**src/rtl/eth_tx_fcs.sv**
```systemverilog
// Ethernet TX frame finisher: pass-through payload, optional zero padding, CRC-32 FCS, inter-frame gap.
// Define ETH_TX_PAD_EN to build the padding path for frames shorter than MIN_FRAME.
`timescale 1ns/1ps
module eth_tx_fcs #(
    parameter int MIN_FRAME  = 60,
    parameter int IFG_CYCLES = 12
) (
    input  logic       sys_clk,
    input  logic       sys_rst,
    input  logic [7:0] tx_in_data,
    input  logic       tx_in_valid,
    input  logic       tx_in_last,
    input  logic       tx_in_user,
    output logic       tx_in_ready,
    output logic [7:0] mac_tx_data,
    output logic       mac_tx_valid,
    output logic       mac_tx_last,
    output logic       mac_tx_user,
    input  logic       mac_tx_ready
);

    localparam logic [6:0]  MIN_CNT  = 7'(MIN_FRAME);
    localparam logic [15:0] IFG_END  = 16'(IFG_CYCLES - 1);
    localparam logic [31:0] CRC_INIT = 32'hFFFF_FFFF;

    typedef enum logic [2:0] {IDLE, DATA, PAD, FCS, IFG} state_t;

    state_t      state, state_d;
    logic [31:0] crc, crc_d;
    logic [6:0]  byte_cnt, cnt_d;
    logic        err, err_d;
    logic [1:0]  fcs_idx, idx_d;
    logic [15:0] ifg_cnt, ifg_d;
    logic [31:0] fcs;
    logic        pad_needed;

    // Reflected CRC-32, one byte per call, LSB first.
    function automatic logic [31:0] crc_next(input logic [31:0] c, input logic [7:0] d);
        logic [31:0] r;
        r = c ^ {24'd0, d};
        for (int i = 0; i < 8; i++)
            r = r[0] ? ((r >> 1) ^ 32'hEDB8_8320) : (r >> 1);
        return r;
    endfunction

    function automatic logic [6:0] cnt_sat(input logic [6:0] c);
        return (c < MIN_CNT) ? c + 7'd1 : c;
    endfunction

    assign fcs = ~crc;

`ifdef ETH_TX_PAD_EN
    assign pad_needed = ({1'b0, byte_cnt} + 8'd1) < {1'b0, MIN_CNT};
`else
    assign pad_needed = 1'b0;
`endif

    always_comb begin
        state_d      = state;
        crc_d        = crc;
        cnt_d        = byte_cnt;
        err_d        = err;
        idx_d        = fcs_idx;
        ifg_d        = ifg_cnt;
        tx_in_ready  = 1'b0;
        mac_tx_data  = 8'h00;
        mac_tx_valid = 1'b0;
        mac_tx_last  = 1'b0;
        mac_tx_user  = 1'b0;
        case (state)
            IDLE, DATA: begin
                tx_in_ready  = mac_tx_ready;
                mac_tx_valid = tx_in_valid;
                mac_tx_data  = tx_in_data;
                if (tx_in_valid && mac_tx_ready) begin
                    crc_d = crc_next(crc, tx_in_data);
                    cnt_d = cnt_sat(byte_cnt);
                    err_d = err | tx_in_user;
                    if (tx_in_last)
                        state_d = pad_needed ? PAD : FCS;
                    else
                        state_d = DATA;
                end
            end
`ifdef ETH_TX_PAD_EN
            PAD: begin
                mac_tx_valid = 1'b1;
                if (mac_tx_ready) begin
                    crc_d = crc_next(crc, 8'h00);
                    cnt_d = cnt_sat(byte_cnt);
                    if (cnt_sat(byte_cnt) == MIN_CNT)
                        state_d = FCS;
                end
            end
`endif
            FCS: begin
                mac_tx_valid = 1'b1;
                case (fcs_idx)
                    2'd0:    mac_tx_data = fcs[7:0];
                    2'd1:    mac_tx_data = fcs[15:8];
                    2'd2:    mac_tx_data = fcs[23:16];
                    default: mac_tx_data = fcs[31:24];
                endcase
                mac_tx_last = (fcs_idx == 2'd3);
                mac_tx_user = err && (fcs_idx == 2'd3);
                if (mac_tx_ready) begin
                    idx_d = fcs_idx + 2'd1;
                    if (fcs_idx == 2'd3) begin
                        state_d = IFG;
                        ifg_d   = 16'd0;
                    end
                end
            end
            IFG: begin
                // Gap is timed in cycles; the MAC's ready is irrelevant here.
                if (ifg_cnt == IFG_END) begin
                    state_d = IDLE;
                    crc_d   = CRC_INIT;
                    cnt_d   = 7'd0;
                    err_d   = 1'b0;
                end else begin
                    ifg_d = ifg_cnt + 16'd1;
                end
            end
            default: state_d = IDLE;
        endcase
        if (sys_rst) begin
            tx_in_ready  = 1'b0;
            mac_tx_valid = 1'b0;
            mac_tx_last  = 1'b0;
            mac_tx_user  = 1'b0;
        end
    end

    always_ff @(posedge sys_clk) begin
        if (sys_rst) begin
            state    <= IDLE;
            crc      <= CRC_INIT;
            byte_cnt <= 7'd0;
            err      <= 1'b0;
            fcs_idx  <= 2'd0;
            ifg_cnt  <= 16'd0;
        end else begin
            state    <= state_d;
            crc      <= crc_d;
            byte_cnt <= cnt_d;
            err      <= err_d;
            fcs_idx  <= idx_d;
            ifg_cnt  <= ifg_d;
        end
    end

endmodule

```
**config.mk**
```make
export PLATFORM = sky130hd
export DESIGN_NAME = eth_tx_fcs
export DESIGN_NICKNAME = d
export VERILOG_FILES = /design/src/rtl/eth_tx_fcs.sv
export SDC_FILE = /design/constraint.sdc
export NUM_CORES = 1
export LEC_CHECK = 0
export CAP_MARGIN = 0
export CORE_MARGIN = 2
export CORE_UTILIZATION = 39
export DETAILED_ROUTE_END_ITERATION = 10
export PLACE_DENSITY = 0.63
export SYNTH_ARGS = -nofsm -noshare
export SYNTH_HDL_FRONTEND = slang
export SYNTH_SLANG_ARGS = --single-unit
export TNS_END_PERCENT = 30
```
**constraint.sdc**
```tcl
create_clock -name sys_clk -period 3.36 [get_ports sys_clk]
set_input_delay 0.336 -clock sys_clk [delete_from_list [all_inputs] [get_ports sys_clk]]
set_output_delay 0.336 -clock sys_clk [all_outputs]
set_load 0.02 [all_outputs]
```
==> results.md <==
- Unique cell type count in the Yosys netlist: between 40 and 50
- # clock sinks: 54
- Die Outline Area: ~0.009 mm^2
- CTS max path bufs: 2
- Final core utilization: between 40% and 50%
- Status: finished, final reports clean
- Hold wc startpoint: err$_SDFFE_PP0P_
- Critical Setup Path Class: flip-flop to output pin
- Root Buffer Master: sky130_fd_sc_hd__clkbuf_8
- All-layer global routing usage: approximately 19%
- Number of inserted diodes: 0
- Die height: between 90 and 100 um
- Classification of the worst-slack hold path: flip-flop to flip-flop
- Antenna violations before repair: 0
- Hold violation total from the final report: 0
- Max Freq: between 300 and 400 MHz
- Detailed Place HPWL: between 5000 and 6000 um
- Initial core utilization: 39.94%
- Standard-cell rows: 33
- Count of final max-slew check failures: 0
- Crit path capture type: output pin
- Routability congestion estimate: ~0.84
- Min cycle time layout: roughly 2.8 ns
- Max-cap violations: 0
- Placed Instances: between 400 and 500
- Worst-skew pair later-pin latency: 0.32 ns
- Via count: about 2,700
- Cell Int Power: 1260 uW
- Syn_area_per_cell: 8.779 um^2
- Net switching power figure: approximately 680 uW
- Core area: approximately 0.0082 mm^2
- Fin nets: around 410
- Part of the power in registers: around two fifths
- Iteration-0 DRC Markers: 130
- Async set-reset flop share out of synthesis: 0%
- Post-synthesis cell count: 372
- Startpoint types: flip-flop
- RSZ-0062 raised after global routing: no
- Detail Route Antenna Nets: 0
- Area growth from synthesis to final layout: 14.18%
- Via density per instance: approximately 5.4
- Number of synthesized register bits: between 50 and 60
- Primary flip-flop cell chosen by synthesis mapping: sky130_fd_sc_hd__dfxtp_1
- Final Instance Count excl. Fillers: between 400 and 500
- Fraction of power spent switching nets: 35.01%
- Skew final: 0.02254 ns
- Final wirelength: 7709 um
- TritonRoute pass-1 iters: 5
- Hold buffer count at CTS: 0
- Portion of total power attributed to combinational logic: about 41%
- Transition at the pin with the smallest max-transition slack: between 0.7 and 0.8 ns
- Global-route wire length before repair: ~13,000 um
- Synthesized area: 0.003266 mm^2
- Top-Level Pins: 26
- Fill cell total of the finished layout: 822
- GRT overflow: 0
- Arrival time at the worst endpoint: approximately 2.4 ns
- CTS clock-pin slew for the worst setup and hold paths: about 0.1 ns
- Worst R2R Start: fcs_idx[1]$_SDFFE_PP0P_
- Cell type with the largest total area after synthesis: sky130_fd_sc_hd__dfxtp_1
- Period utilisation layout: between 80 and 90%
- Power share of the clock group: 20.1%
- Leak pwr: between 0.001 and 0.0015 uW
- CTS tree: done
- Worst EP required: ~3 ns
- Number of design rule violations left after detail routing: 0
- Warning count from the yosys run: 0
- Post-CTS setup-driven buffer insertion count: 0
- Maximum net fanout on the critical path: 18
- Max-slew headroom: between 50% and 60%
- Setup_tns: 0 ns
- Vias in the first global route: between 2,000 and 3,000
- Area of all sequential standard cells: roughly 0.0011 mm^2
- VDD IR-drop max: approximately 0.00027 V
- Share of post-route cells with drive strength above 1: around 7.4%
- Area used by multi-input combinational logic: just over 0.002 mm^2
- Width of the die: 95.51 um
- Sequential element share of the synthesized area: between 30% and 40%
- EDFF count, synth: 0
- I/O Buffers: 25
- Min Hold Slack: 0.4886 ns
- Share of Yosys cell area claimed by the top area cell type: between 30 and 40%
- Crit. Startpoint: fcs_idx[1]$_SDFFE_PP0P_
- Pin count of the biggest net entering global routing: 31
- Gates resized, CTS repair: 0
- Power per Cell Area: 520.0 mW/mm^2
- Mapped Nets: between 300 and 400
- CTS buffer count: 5
- Top post-synthesis cells by area: sky130_fd_sc_hd__dfxtp_1 33%, sky130_fd_sc_hd__xnor2_1 12%, sky130_fd_sc_hd__a21oi_1 4.4%
- Routed wire per std cell: 15.45 um
- CTS H-tree depth: 2
- Total setup violations reported at the end of the flow: 0
-- path summary, 6_finish.rpt --
| kind | endpoint | cells past startpoint | slack, ns |
|---|---|---|---|
| worst max-delay path | mac_tx_user | 4 | 0.59 |
| worst min-delay path | err$_SDFFE_PP0P_ | 2 | 0.49 |
| worst max register to register | ifg_cnt[15]$_SDFFE_PP0P_ | 7 | 0.92 |
| worst min register to register | err$_SDFFE_PP0P_ | 2 | 0.49 |
-- stage by stage --
step / setup slack [ns] / total power (uW) / cell area [um^2]
floorplan: 1.072 / 1396 / 3266
global placement: 0.8882 / 1556 / 3636
detailed placement: 0.8018 / 1555 / 3636
CTS: 0.5500 / 1944 / 3729
global route: 0.4276 / 2048 / 3729
finish: 0.5897 / 1939 / 3729
-- power by group through the flow --
stage / sequential [uW] / combinational, uW / clock, uW
floorplan: 755 / 641 / 0
global placement: 774 / 782 / 0
detailed placement: 774 / 781 / 0
CTS: 759 / 787 / 398
global route: 766 / 856 / 426
finish: 759 / 790 / 390
-- registers in the layout, indices dropped and copies added, names as in the netlist --
name	count
state	3
fcs_idx	2
err	1
ifg_cnt	16
crc	32
-- area by class of cell --
type / instances / area share (%)
multi-input combinational: 291 / 55.77
sequential: 54 / 28.99
timing repair buffer: 34 / 8.523
tap: 105 / 3.523
clock buffer: 5 / 1.846
inverter: 7 / 0.7047
clock inverter: 3 / 0.6376
-- per-layer routing --
| layer | up-vias | GRT usage [%] | wire (um) |
|---|---|---|---|
| met3 | 5 | 2.688 | 212 |
| met5 | - | 0 | 0 |
| met1 | 1293 | 27.70 | 3985 |
| li1 | 1367 | - | - |
| met2 | 41 | 27.82 | 3446 |
| met4 | 0 | 4.643 | 64 |
-- synthesized netlist by cell type (all sizes together), types with 7 or more instances --
library cell  number
a21oi             29
a22o               8
clkbuf            14
dfxtp             54
inv                7
nand2             33
nand2b            12
nand3              8
nand4              7
nor2              13
nor2b              8
nor3               8
o211ai             9
o21ai             19
o22ai             16
o31a               7
or3                9
xnor2             55
xor2              15
-- kinds of logic after synthesis --
group | share of synthesized area [%]
and+or+nand+nor | 18.66
AOI/OAI and AO/OA | 19.27
xor gates and xnor gates | 23.83
DFF | 33.10
buffers and inverters | 3.218
adders and majority gates | 1.916
-- layout by cell type (no fill, tap or decap), types with 8 or more instances in the layout --
cell and n:
sky130_fd_sc_hd__xor2_1 14, sky130_fd_sc_hd__clkdlybuf4s50_1 25, sky130_fd_sc_hd__nand2b_1 12, sky130_fd_sc_hd__nor2b_1 8
sky130_fd_sc_hd__nor3_1 8, sky130_fd_sc_hd__xnor2_1 46, sky130_fd_sc_hd__o21ai_0 17, sky130_fd_sc_hd__nor2_1 13
sky130_fd_sc_hd__a21oi_1 29, sky130_fd_sc_hd__or3_1 9, sky130_fd_sc_hd__a22o_1 8, sky130_fd_sc_hd__nand2_1 33
sky130_fd_sc_hd__o22ai_1 16, sky130_fd_sc_hd__nand3_1 8, sky130_fd_sc_hd__buf_4 9, sky130_fd_sc_hd__dfxtp_1 54
sky130_fd_sc_hd__o211ai_1 9
-- worst max-delay path: stages (launching register included) --
cell                              delay (ns)
sky130_fd_sc_hd__dfxtp_1                0.39
sky130_fd_sc_hd__ha_1                   0.61
sky130_fd_sc_hd__nor3b_1                0.35
sky130_fd_sc_hd__and2_1                 0.17
sky130_fd_sc_hd__clkdlybuf4s50_1        0.60
(Power assumes the default switching activity.)
